## config.mk

```make
export PLATFORM = sky130hd
export DESIGN_NAME = led_sequencer
export DESIGN_NICKNAME = d
export VERILOG_FILES = /design/src/rtl/led_sequencer.sv
export SDC_FILE = /design/constraint.sdc
export NUM_CORES = 1
export LEC_CHECK = 0
export CORE_ASPECT_RATIO = 1.25
export CORE_MARGIN = 5
export CORE_UTILIZATION = 55
export DETAILED_ROUTE_END_ITERATION = 10
export PLACE_DENSITY = 0.72
export RECOVER_POWER = 25
export SLEW_MARGIN = 20
export SYNTH_ARGS = -nofsm -noshare
export SYNTH_HDL_FRONTEND = slang
export SYNTH_SLANG_ARGS = --single-unit
export TNS_END_PERCENT = 30
```

## constraint.sdc

```tcl
create_clock -name sys_clk -period 4.59 [get_ports sys_clk]
set_clock_uncertainty 0.05 [all_clocks]
set_input_delay 0.6885 -clock sys_clk [delete_from_list [all_inputs] [get_ports sys_clk]]
set_output_delay 0.6885 -clock sys_clk [all_outputs]
set_load 0.05 [all_outputs]
```

## src/rtl/led_sequencer.sv

```systemverilog
// Six-LED pattern driver: debounced button cycles through shift, bounce,
// binary count and PWM breathe patterns; LEDs are active low.
`timescale 1ns/1ps
module led_sequencer #(
  parameter int DIV      = 27000000 / 8,
  parameter int DEBOUNCE = 270000,
  parameter int STEP     = 52734,
  parameter int PWM_BITS = 8
) (
  input  logic       sys_clk,
  input  logic       sys_reset,
  input  logic       btn_n,
  output logic [5:0] leds,
  output logic [1:0] mode
);

  typedef enum logic [1:0] {
    SHIFT   = 2'd0,
    BOUNCE  = 2'd1,
    COUNT   = 2'd2,
    BREATHE = 2'd3
  } mode_t;

  localparam int TW = $clog2(DIV);
  localparam int DW = $clog2(DEBOUNCE);
  localparam int SW = (STEP > 1) ? $clog2(STEP) : 1;

  localparam logic [TW-1:0]       TICK_LAST = TW'(DIV - 1);
  localparam logic [DW-1:0]       DB_LAST   = DW'(DEBOUNCE - 1);
  localparam logic [SW-1:0]       STEP_LAST = SW'(STEP - 1);
  localparam logic [PWM_BITS-1:0] DUTY_MAX  = '1;

  logic [1:0]          sync_ff;
  logic                db_level;
  logic [DW-1:0]       db_cnt;
  logic                press;

  mode_t               mode_q;
  mode_t               next_mode;
  logic [TW-1:0]       tick_cnt;
  logic                tick;
  logic [5:0]          pat;
  logic [2:0]          pos;
  logic [2:0]          next_pos;
  logic                pos_up;
  logic [PWM_BITS-1:0] pwm_cnt;
  logic [PWM_BITS-1:0] duty;
  logic                duty_up;
  logic [SW-1:0]       step_cnt;

  // NOTE: the synchronizer resets to the released level so leaving reset
  // with the button held never looks like a press.
  always_ff @(posedge sys_clk or posedge sys_reset) begin
    if (sys_reset) begin
      sync_ff  <= 2'b11;
      db_level <= 1'b1;
      db_cnt   <= '0;
      press    <= 1'b0;
    end else begin
      // NOTE: non-blocking assignments let every flop sample the old
      // values of its neighbours, which the two-stage synchronizer relies on.
      sync_ff <= {sync_ff[0], btn_n};
      press   <= 1'b0;
      if (sync_ff[1] != db_level) begin
        if (db_cnt == DB_LAST) begin
          db_level <= sync_ff[1];
          db_cnt   <= '0;
          press    <= db_level;
        end else begin
          db_cnt <= db_cnt + DW'(1);
        end
      end else begin
        db_cnt <= '0;
      end
    end
  end

  assign tick = (tick_cnt == TICK_LAST);

  // NOTE: every output of this block gets a default first so no latch forms.
  always_comb begin
    next_mode = mode_t'(mode_q + 2'd1);
    next_pos  = pos_up ? pos + 3'd1 : pos - 3'd1;
  end

  always_ff @(posedge sys_clk or posedge sys_reset) begin
    if (sys_reset) begin
      mode_q   <= SHIFT;
      tick_cnt <= '0;
      pat      <= 6'b000001;
      pos      <= '0;
      pos_up   <= 1'b1;
      pwm_cnt  <= '0;
      duty     <= '0;
      duty_up  <= 1'b1;
      step_cnt <= '0;
      leds     <= 6'b111110;
    end else begin
      leds <= ~pat;
      if (press) begin
        // A press overrides any tick in the same cycle and restarts the new pattern.
        mode_q   <= next_mode;
        tick_cnt <= '0;
        pos      <= '0;
        pos_up   <= 1'b1;
        pwm_cnt  <= '0;
        duty     <= '0;
        duty_up  <= 1'b1;
        step_cnt <= '0;
        pat      <= (next_mode == COUNT || next_mode == BREATHE) ? 6'b000000 : 6'b000001;
      end else begin
        tick_cnt <= tick ? '0 : tick_cnt + TW'(1);
        case (mode_q)
          SHIFT:   if (tick) pat <= {pat[4:0], pat[5]};
          BOUNCE:  if (tick) begin
                     pos <= next_pos;
                     pat <= 6'b000001 << next_pos;
                     if (next_pos == 3'd5)      pos_up <= 1'b0;
                     else if (next_pos == 3'd0) pos_up <= 1'b1;
                   end
          COUNT:   if (tick) pat <= pat + 6'd1;
          BREATHE: begin
                     pwm_cnt <= pwm_cnt + PWM_BITS'(1);
                     pat     <= {6{pwm_cnt < duty}};
                     if (step_cnt == STEP_LAST) begin
                       step_cnt <= '0;
                       if (duty_up) begin
                         if (duty == DUTY_MAX) begin
                           duty    <= duty - PWM_BITS'(1);
                           duty_up <= 1'b0;
                         end else begin
                           duty <= duty + PWM_BITS'(1);
                         end
                       end else begin
                         if (duty == '0) begin
                           duty    <= duty + PWM_BITS'(1);
                           duty_up <= 1'b1;
                         end else begin
                           duty <= duty - PWM_BITS'(1);
                         end
                       end
                     end else begin
                       step_cnt <= step_cnt + SW'(1);
                     end
                   end
        endcase
      end
    end
  end

  assign mode = mode_q;

endmodule

```

==> results.cfg <==
[outcome]
status = complete, but fails checks
violations = max-capacitance violations, max-slew violations

[clock_network]
ctsHoldBuffers = 0
cts_buffer_depth = 2
clk_latency_ns = 0.34
htree_levels = 3
root_buffer = clkbuf_16
post_cts_buffers = 0
cts_buffers = 9
cts_resized = 0
clock_sinks = 96
cts_tree = done
path_clk_slew_ns = 0.06

[sta]
slew_headroom = -0.169
setup_tns_ns = 0
finalHoldViolCount = 0
rsz0062_at_grt = no
post-route-period-util = 0.636
finalSetupViolCount = 0
worstMarginPinSlew_ns = 1.75
hold_ws_ns = 0.306
layout_setup_ws_ns = 1.67
drv_slew = 137
period_minus_slack_ns = 2.92
fmax_ghz = 0.343

[setup_path]
crit_chain = clkbuf_1, o21ai_0, nor4_1, xnor2_1, nor2_1
critical_path_buf_inv_count = 1
slowest_delay_ns = 1.27
crit_type = flop to flop
endpoint_kind = flop
crit_slowest_cell = clkbuf_1
critPathLaunchType = flop
required_ns = 4.75
crit_family = buffers and inverters
arrival_ns = 3.07
critical_path.max_fanout = 39

[floorplan]
initial_core_util = 0.561
num_io_pins = 11
die_w_um = 96.3
die_h_um = 118
die_area_um2 = 11400
rows = 39
placeableCoreArea_um2 = 9130

[power]
p_total_mw = 1.63
clkPwrFrac = 0.464
power.density_nw_per_um2 = 290
p_int_mw = 1.30
seqPwrFrac = 0.522
power.switching_mw = 0.331
power.leakage_nw = 2.54
switching_share = 0.202
ir_drop_v = 0.000249
pwr-share-comb = 0.014

[grt]
antenna_found_initial = 0
grt_overflow_total = 0
grt_max_degree = 64
first_global_vias = 3782
track_usage = 0.187
grt_pass1_wl_mm = 17.0

[placement]
placed_area_um2 = 5330
gp_congestion = 0.802
io_buffers = 10
dp_hpwl_mm = 6.63
dp_slack_ns = 2.14

[yosys]
synth_edf_count = 0
synth_fp_nets = 556
synthFlopType = dfrtp_1
yosysUniqueCellTypes = 52
yosysWarnings = 0
synthCells = 526
avgSynthCellArea_um2 = 9.74
synth-seq-cells = 96
async_reset_ff_frac = 1.00
synth_area_um2 = 5120
seq_area_frac_synth = 0.472

[layout]
drive_gt1_frac = 0.0651
most-common-layout-cells = nor2_1 (85), dfrtp_1 (85), nand2_1 (36), xor2_1 (35), xnor2_1 (31)
n_antenna_cell = 0
final_area_um2 = 5630
fin_nets = 563
area_growth_pct = 9.92
nFillCells = 772

[route]
drt_iter0_markers = 226
wl_mm = 9.52
vias = 3721
ant_nets = 0
viasPerCell = 5.63
dr.pass1.iters = 5
wl_per_cell_um = 14.4
drc = 0

[job]
maxCapViolations = 3

[hold_path]
hp-class = flop to flop
-- Yosys cell counts, types with 2 or more instances --
master,n,area share
nor3_1,14,0.014
a22oi_1,5,0.0073
xnor2_1,31,0.053
and2_1,2,0.0024
nor4_1,5,0.0061
buf_2,3,0.0029
a31oi_1,2,0.0024
nand2_1,36,0.026
dfrtp_1,85,0.42
dfstp_2,11,0.056
nor2_1,85,0.062
or3_1,6,0.0073
a31o_1,2,0.0034
xor2_1,35,0.060
a221o_1,6,0.012
nand4_1,18,0.022
and3_1,13,0.016
nand2b_1,3,0.0037
a32oi_1,2,0.0034
inv_2,3,0.0022
and4_1,4,0.0068
mux2i_1,12,0.023
nor2b_1,3,0.0037
a21o_1,2,0.0029
ha_1,26,0.064
a211oi_1,3,0.0044
nand3_1,25,0.024
a21oi_1,14,0.014
inv_1,26,0.019
o21ai_0,10,0.0098
clkbuf_1,13,0.0095
-- final timing paths --
kind,start,endpoint,slack (ns),cells past startpoint
setup / recovery,press,step_cnt[14],1.67,5
hold / removal,sync_ff[0],sync_ff[1],0.31,0
setup reg to reg,press,step_cnt[14],1.67,5
hold reg to reg,sync_ff[0],sync_ff[1],0.31,0
min in group asynchronous,sys_reset,db_cnt[5],1.30,3
max in group asynchronous,sys_reset,pat[4],2.14,3
-- per-layer routing --
metal | part of all wire | up-vias | GRT usage
li1 | - | 1811 | -
met1 | 0.44 | 1840 | 0.230
met2 | 0.51 | 49 | 0.314
met3 | 0.021 | 21 | 0.0230
met4 | 0.028 | 0 | 0.0947
met5 | 0 | - | 0
-- kinds of logic (layout without fill, tap and decap cells) --
logic type / after synthesis / in the layout / synth area share
AOI/OAI and AO/OA: 56 / 56 / 0.0794
DFF: 96 / 96 / 0.472
muxes: 14 / 14 / 0.0279
adders and majority gates: 27 / 27 / 0.0674
xor gates and xnor gates: 66 / 66 / 0.113
and+or+nand+nor: 221 / 221 / 0.206
buffers and inverters: 46 / 58 / 0.0344
-- sequential cells by signal (all words and copies together), names as in the netlist, 2 cells and up --
signal	flops
pwm_cnt	8
mode	2
sync_ff	2
pos	3
pat	6
tick_cnt	22
duty	8
db_cnt	19
step_cnt	16
leds	6
-- area by class of cell --
class,instances,area [µm²],share of cell area
flip-flops and latches,96,2420,0.429
clock buffers,11,253,0.0449
clock inverters,5,55.1,0.00978
multi-input cells,384,2530,0.449
inverters,29,110,0.0196
well taps,123,154,0.0273
repair buffers,13,113,0.0200
-- power groups by stage --
stage,Clock (mW),Combinational (mW),Sequential [mW]
2_1_floorplan,0,0.0172,0.868
3_3_place_gp,0,0.0259,0.868
3_5_place_dp,0,0.0265,0.868
4_1_cts,0.775,0.0267,0.853
5_1_grt,0.812,0.0291,0.853
6_report,0.758,0.0236,0.853
-- through the flow --
stage          instances  utilization
3_3_place_gp         645        0.584
2_1_floorplan        526            -
5_1_grt              661        0.617
3_5_place_dp         645        0.584
6_report             661        0.617
4_1_cts              661        0.618
Power figures use the tool's default switching activity.
